<file path="config.mk">
export PLATFORM = sky130hd
export DESIGN_NAME = sobol_multidim_gen
export DESIGN_NICKNAME = d
export VERILOG_FILES = /design/src/rtl/sobol_pkg.sv /design/src/rtl/sobol_dv_table.sv /design/src/rtl/sobol_multidim_gen.sv
export SDC_FILE = /design/constraint.sdc
export NUM_CORES = 2
export LEC_CHECK = 0
export BUFFER_PORTS_ARGS = -buffer_cell sky130_fd_sc_hd__buf_4
export CORE_AREA = 2 2 597 599
export DETAILED_ROUTE_END_ITERATION = 10
export DIE_AREA = 0 0 599 601
export HOLD_SLACK_MARGIN = 0.12
export PLACE_DENSITY = 0.54
export SLEW_MARGIN = 40
export SYNTH_ARGS = -nofsm -noshare
export SYNTH_HDL_FRONTEND = slang
export SYNTH_HIERARCHICAL = 1
export SYNTH_SLANG_ARGS = --single-unit
</file>
<file path="constraint.sdc">
create_clock -name clk -period 6.1 [get_ports clk]
set_input_delay 1.525 -clock clk [delete_from_list [all_inputs] [get_ports clk]]
set_output_delay 1.525 -clock clk [all_outputs]
set_load 0.05 [all_outputs]
</file>
<file path="src/rtl/sobol_pkg.sv">
// Shared types and helpers for the multi-dimension Sobol generator.
package sobol_pkg;

  typedef enum logic [1:0] {
    IDLE = 2'd0,
    SEED = 2'd1,
    RUN  = 2'd2
  } state_t;

  // Result of the least-significant-zero search.
  // pos is meaningful only when all_ones is 0.
  typedef struct packed {
    logic       all_ones;
    logic [5:0] pos;
  } lsz_t;

  // Default direction vector V[k] = 1 << (width-1-k).
  // This makes every dimension a van der Corput sequence until it is reloaded.
  function automatic logic [63:0] vdc_vector(input int width, input int k);
    logic [63:0] one;
    one = 64'd1;
    return one << (width - 1 - k);
  endfunction

  // Priority encoder returning the position of the lowest 0 bit among the
  // low 'width' bits of n. The loop runs downward, so the lowest zero is the
  // last one assigned.
  function automatic lsz_t lsz_find(input logic [63:0] n, input int width);
    lsz_t r;
    r.all_ones = 1'b1;
    r.pos      = '0;
    for (int i = 63; i >= 0; i--) begin
      if ((i < width) && !n[i]) begin
        r.all_ones = 1'b0;
        r.pos      = 6'(i);
      end
    end
    return r;
  endfunction

endpackage

</file>
<file path="src/rtl/sobol_dv_table.sv">
// Direction-vector storage: DIMS x WIDTH vectors of WIDTH bits each.
// Provides one write port and one read-by-k port that returns V[d][k]
// for all dimensions at once.
module sobol_dv_table
  import sobol_pkg::*;
#(
  parameter int WIDTH = 32,
  parameter int DIMS  = 2,
  parameter int DIM_W = 1,
  parameter int BIT_W = 5
) (
  input  logic                  clk,
  input  logic                  rst_n,
  input  logic                  we,
  input  logic [DIM_W-1:0]      wr_dim,
  input  logic [BIT_W-1:0]      wr_bit,
  input  logic [WIDTH-1:0]      wr_data,
  input  logic [BIT_W-1:0]      rd_k,
  output logic [DIMS*WIDTH-1:0] rd_data
);

  genvar gi;
  generate
    for (gi = 0; gi < DIMS; gi++) begin : g_dim
      logic [WIDTH-1:0] v_reg [WIDTH];
      logic             we_d;

      // A dimension select that matches no instance is silently dropped.
      assign we_d = we && (wr_dim == DIM_W'(gi));

      // Vector storage: van der Corput defaults on reset, single-entry writes.
      always_ff @(posedge clk or negedge rst_n) begin
        if (!rst_n) begin
          for (int k = 0; k < WIDTH; k++) begin
            v_reg[k] <= WIDTH'(vdc_vector(WIDTH, k));
          end
        end else if (we_d) begin
          v_reg[wr_bit] <= wr_data;
        end
      end

      assign rd_data[gi*WIDTH +: WIDTH] = v_reg[rd_k];
    end
  endgenerate

endmodule

</file>
<file path="src/rtl/sobol_multidim_gen.sv">
// Multi-dimension Sobol point generator with Gray-code seek, optional point
// count and a valid/ready output stream.
module sobol_multidim_gen
  import sobol_pkg::*;
#(
  parameter  int WIDTH = 32,
  parameter  int DIMS  = 2,
  localparam int DIM_W = (DIMS > 1) ? $clog2(DIMS) : 1,
  localparam int BIT_W = $clog2(WIDTH)
) (
  input  logic                  clk,
  input  logic                  rst_n,
  input  logic                  start,
  input  logic                  abort,
  input  logic [WIDTH-1:0]      start_index,
  input  logic [WIDTH-1:0]      num_points,
  input  logic                  dv_we,
  input  logic [DIM_W-1:0]      dv_dim,
  input  logic [BIT_W-1:0]      dv_bit,
  input  logic [WIDTH-1:0]      dv_data,
  output logic                  out_valid,
  input  logic                  out_ready,
  output logic [DIMS*WIDTH-1:0] out_data,
  output logic [WIDTH-1:0]      out_index,
  output logic                  busy,
  output logic                  done,
  output logic                  wrap
);

  state_t                state_reg, state_next;
  logic [WIDTH-1:0]      idx_reg;
  logic [WIDTH-1:0]      remaining_reg;
  logic [WIDTH-1:0]      out_index_reg;
  logic [DIMS*WIDTH-1:0] acc_reg;
  logic [DIMS*WIDTH-1:0] out_data_reg;
  logic [BIT_W:0]        k_reg;
  logic                  done_reg;
  logic                  wrap_reg;

  logic [DIMS*WIDTH-1:0] rd_data;
  logic [BIT_W-1:0]      rd_k;
  logic [WIDTH-1:0]      gray;
  logic                  g_bit;
  lsz_t                  lsz;
  logic                  seed_last;
  logic                  handshake;
  logic                  last_point;

  // The seek path XORs in V[d][k] for every set bit of gray(idx).
  assign gray  = idx_reg ^ (idx_reg >> 1);
  assign g_bit = gray[k_reg[BIT_W-1:0]];

  // Moving from n to n+1 flips gray bit c, where c is the lowest zero of n.
  assign lsz  = lsz_find(64'(out_index_reg), WIDTH);
  assign rd_k = (state_reg == SEED) ? k_reg[BIT_W-1:0] : BIT_W'(lsz.pos);

  // k runs 0..WIDTH-1 accumulating; the extra count k==WIDTH is the load cycle.
  assign seed_last  = (k_reg == (BIT_W+1)'(WIDTH));
  assign handshake  = (state_reg == RUN) && out_ready;
  assign last_point = (remaining_reg == WIDTH'(1));

  sobol_dv_table #(
    .WIDTH (WIDTH),
    .DIMS  (DIMS),
    .DIM_W (DIM_W),
    .BIT_W (BIT_W)
  ) u_table (
    .clk     (clk),
    .rst_n   (rst_n),
    .we      (dv_we && (state_reg == IDLE)),
    .wr_dim  (dv_dim),
    .wr_bit  (dv_bit),
    .wr_data (dv_data),
    .rd_k    (rd_k),
    .rd_data (rd_data)
  );

  // State register.
  always_ff @(posedge clk or negedge rst_n) begin
    if (!rst_n) begin
      state_reg <= IDLE;
    end else begin
      state_reg <= state_next;
    end
  end

  // Next-state logic; abort overrides every other transition.
  always_comb begin
    state_next = state_reg;
    case (state_reg)
      IDLE:    if (start) state_next = SEED;
      SEED:    if (seed_last) state_next = RUN;
      RUN:     if (handshake && last_point) state_next = IDLE;
      default: state_next = IDLE;
    endcase
    if (abort) begin
      state_next = IDLE;
    end
  end

  // Datapath: latch the run parameters, accumulate the seed, step on handshakes.
  always_ff @(posedge clk or negedge rst_n) begin
    if (!rst_n) begin
      idx_reg       <= '0;
      remaining_reg <= '0;
      out_index_reg <= '0;
      acc_reg       <= '0;
      out_data_reg  <= '0;
      k_reg         <= '0;
      done_reg      <= 1'b0;
      wrap_reg      <= 1'b0;
    end else begin
      done_reg <= 1'b0;
      wrap_reg <= 1'b0;
      if (!abort) begin
        case (state_reg)
          IDLE: begin
            if (start) begin
              idx_reg       <= start_index;
              remaining_reg <= num_points;
              acc_reg       <= '0;
              k_reg         <= '0;
            end
          end
          SEED: begin
            if (seed_last) begin
              out_data_reg  <= acc_reg;
              out_index_reg <= idx_reg;
            end else begin
              acc_reg <= acc_reg ^ ({(DIMS*WIDTH){g_bit}} & rd_data);
              k_reg   <= k_reg + 1'b1;
            end
          end
          RUN: begin
            if (handshake) begin
              if (lsz.all_ones) begin
                // gray(0) is zero, so every coordinate restarts at 0.
                out_data_reg  <= '0;
                out_index_reg <= '0;
                wrap_reg      <= 1'b1;
              end else begin
                out_data_reg  <= out_data_reg ^ rd_data;
                out_index_reg <= out_index_reg + 1'b1;
              end
              // A zero count means the run is unbounded.
              if (remaining_reg != '0) begin
                remaining_reg <= remaining_reg - 1'b1;
                if (last_point) begin
                  done_reg <= 1'b1;
                end
              end
            end
          end
          default: ;
        endcase
      end
    end
  end

  assign out_valid = (state_reg == RUN);
  assign busy      = (state_reg != IDLE);
  assign out_data  = out_data_reg;
  assign out_index = out_index_reg;
  assign done      = done_reg;
  assign wrap      = wrap_reg;

endmodule

</file>
==> qor.csv <==
metric,value,unit
ys_top_cells_by_area,"dfrtp_1 (52%), mux2_2 (21%), mux4_2 (6.0%)",
path_buf_inv,3,
grt_pass1_vias,70200,
grt_usage,19.5,%
path_cells,"inv_1, o21ai_0, a311o_1, a221o_1, a41oi_1, o21ai_0, a22o_4, buf_4, buf_4, mux4_2, a22oi_1, nand3_1, a32oi_1, o21ai_0",
drive_gt1_share,40.8,%
ant_nets,0,
die-area,0.360,mm2
irDropWorstVdd,0.261,mV
drt_pre_antenna_iters,6,
first_iter_violations,5839,
dp_slack,1.32,ns
overflow,0,
syn2layout_area_growth,14.7,%
synth_edf_count,0,
rr_worst_depth,14,
drc,0,
syn_area,0.106,mm2
viasPerCell,5.39,
tightest_slew,0.966,ns
cts_hold_buf,0,
cts_tree,built,
final_cell_area,0.121,mm2
root_buffer,clkbuf_16,
min_period,4.77,ns
synth_cells,7809,
place_congestion,0.836,
slowest_stage,buf_4,
finish.utilization,34.3,%
cts.sinks,2282,
hold_path_class,reg -> reg,
cts.reportedPaths.clkPinSlew,0.06,ns
netlist.area_leader.share,52.5,%
critical_path_depth,14,
cts_setup_buffers,0,
setup.worst_path.start_class,flip-flop,
wirelength,357,mm
max_freq,210,MHz
clock_skew,0.0657,ns
setup_tns,0,ns
synthArstFlopShare,100,%
setup_ws,1.33,ns
htree_levels,4,
grt_setup_unrepaired,false,
status,finished clean,
p_int,0.0275,W
clk_path_buf_depth,4,
dp_hpwl,209,mm
antenna_found_initial,35,
io_buffer_count,207,
p_clk_share,40.5,%
n_fill_cell,34300,
num_vias,68400,
ys_seq_area_share,54.0,%
wl_per_cell,28.1,um
crit_path_end_kind,flip-flop,
place_area,0.113,mm2
critPathMaxStageDelay,0.55,ns
nets,7862,
rows,219,
setup_violations,0,
die_w,599,um
arrival,5.56,ns
core_area,0.354,mm2
die_h,601,um
synth_fp_nets,7922,
yosysTopAreaCell,dfrtp_1,
largest_reg_flops,2048,
power.net_switching,0.00927,W
cts_resized,0,
cpMostUsedCell,o21ai_0,
slew_viol_final,0,
power_per_cell_area,303,mW/mm2
max_slew_margin,35.6,%
maxCapViolCount,0,
yosysUniqueCellTypes,70,
syn_avg_cell_area,13.6,um2
whs_path_depth,1,
synth_flop_cell,dfrtp_1,
grt_max_degree,168,
fin_crit_sh,78.2,%
final_hold_viol_count,0,
switching_share,25.2,%
path_max_fanout,26,
grt_pass1_wl,516,mm
critPathTopFamily,compound AO/OA/AOI/OAI gates,
ys_ff_latch,2282,
cp.required,6.89,ns
start_util,29.9,%
critPathKind,reg -> reg,
yosysWarnings,6,
clock_latency,0.93,ns
p_seq_share,48.0,%
power_leakage,53.3,nW
io-pin-count,208,
numCtsBuffers,242,
combPwrFrac,11.5,%
-- metal layers --
layer  wire length (um)  track usage, %  share of wire (%)  vias to the layer above
met1             158000            27.0                 44                    37100
met3              24200            3.84                6.8                      553
li1                   -               -                  -                    28500
met4              10400            5.21                2.9                       18
met2             164000            30.9                 46                     2199
met5                113               0              0.032                        -
-- cell type report --
cell class	instances	area, um2	area share [%]
diodes	5	12.5	0.0103
clock buffers	388	7260	5.98
clock inverters	54	677	0.558
inverters	85	319	0.263
multi-input cells	4702	45700	37.7
flip-flops and latches	2282	57200	47.1
well taps	4751	5940	4.90
repair buffers	436	4280	3.53
-- worst register-to-register path, cell delays in order, from the launching register on --
cell,delay [ns]
dfrtp_1,0.44
inv_1,0.08
o21ai_0,0.22
a311o_1,0.21
a221o_1,0.18
a41oi_1,0.13
o21ai_0,0.36
a22o_4,0.41
buf_4,0.59
buf_4,0.43
mux4_2,0.56
a22oi_1,0.25
nand3_1,0.39
a32oi_1,0.31
o21ai_0,0.09
-- kinds of logic (layout without fill, tap and decap cells) --
family / after synthesis / in the layout / synth area share, %
fa+ha+maj: 5 / 5 / 0.0591
compound gates: 930 / 930 / 5.87
xor+xnor: 16 / 16 / 0.132
buf+inv: 825 / 963 / 3.42
flops: 2282 / 2282 / 54.0
mux: 2814 / 2814 / 32.4
simple gates: 937 / 937 / 4.12
other cells: 0 / 5 / 0
-- through the flow --
step           instances  power [W]  hold slack [ns]
6_report           12700     0.0368            0.485
5_1_grt            12700     0.0383            0.497
4_1_cts            12700     0.0371            0.486
3_5_place_dp       12300     0.0221            0.472
3_3_place_gp       12200     0.0219            0.462
2_1_floorplan       7809     0.0206            0.450
-- cells in the mapped netlist (6+ instances only) --
| master | number |
|---|---|
| nor3_1 | 42 |
| a32oi_1 | 78 |
| a22o_1 | 12 |
| mux4_2 | 281 |
| nor3b_1 | 9 |
| clkbuf_1 | 349 |
| mux2i_1 | 484 |
| xor2_1 | 13 |
| buf_2 | 318 |
| a22oi_1 | 325 |
| and3_1 | 8 |
| inv_1 | 84 |
| nor4_1 | 13 |
| buf_4 | 26 |
| a31o_1 | 64 |
| mux2_1 | 66 |
| or3_1 | 10 |
| dfrtp_1 | 2218 |
| nor2_1 | 254 |
| o22ai_1 | 9 |
| or2_2 | 6 |
| dfstp_2 | 64 |
| o31ai_1 | 9 |
| o2bb2ai_1 | 6 |
| a21oi_1 | 166 |
| o21ai_1 | 22 |
| buf_1 | 44 |
| nand2_1 | 289 |
| o21ai_0 | 192 |
| nand3_1 | 140 |
| and2_1 | 17 |
| nand4_1 | 76 |
| nor2_2 | 9 |
| mux2_2 | 1983 |
| a31oi_1 | 22 |
| nor2b_1 | 28 |
-- path summary, 6_finish.rpt --
kind | start | to | slack [ns]
hold / removal | u_table/g_dim[0].v_reg[41] | u_table/g_dim[0].v_reg[41] | 0.49
max in group asynchronous | rst_n | u_table/g_dim[0].v_reg[924] | 3.90
min in group asynchronous | rst_n | u_table/g_dim[0].v_reg[247] | 0.60
hold reg to reg | u_table/g_dim[0].v_reg[41] | u_table/g_dim[0].v_reg[41] | 0.49
setup / recovery | out_index[30] | out_data[7] | 1.33
setup reg to reg | out_index[30] | out_data[7] | 1.33
-- placed cells by master (no fill, tap or decap), types with 9 or more instances in the layout --
cell type and count:
clkbuf_8 63, nor4_1 12, a21oi_1 166, a22oi_1 325
xor2_1 13, nand3_1 138, buf_12 59, mux4_2 281
a31oi_1 22, or3_1 10, clkbuf_1 82, bufinv_16 12
nand4_1 76, clkinv_2 29, nand2_2 9, mux2_1 66
dfrtp_1 2218, dfstp_2 64, buf_4 334, o22ai_1 9
nor2b_1 19, a31o_1 64, nor3_1 41, nor2_1 208
clkbuf_16 243, nand2_1 272, a32oi_1 78, inv_1 84
o21ai_1 22, a22o_1 11, and2_1 14, o21ai_0 192
nor2_4 50, mux2i_1 484, buf_6 32, mux2_2 1983
-- power groups by stage --
stage / Combinational, W / Sequential [W] / Clock [W]
after floorplan: 0.00297 / 0.0176 / 0
after global placement: 0.00406 / 0.0178 / 0
after detailed placement: 0.00422 / 0.0179 / 0
after CTS: 0.00423 / 0.0176 / 0.0152
after global routing: 0.00458 / 0.0178 / 0.0158
final: 0.00421 / 0.0177 / 0.0149
No activity file was read; power rests on OpenSTA's default activity.
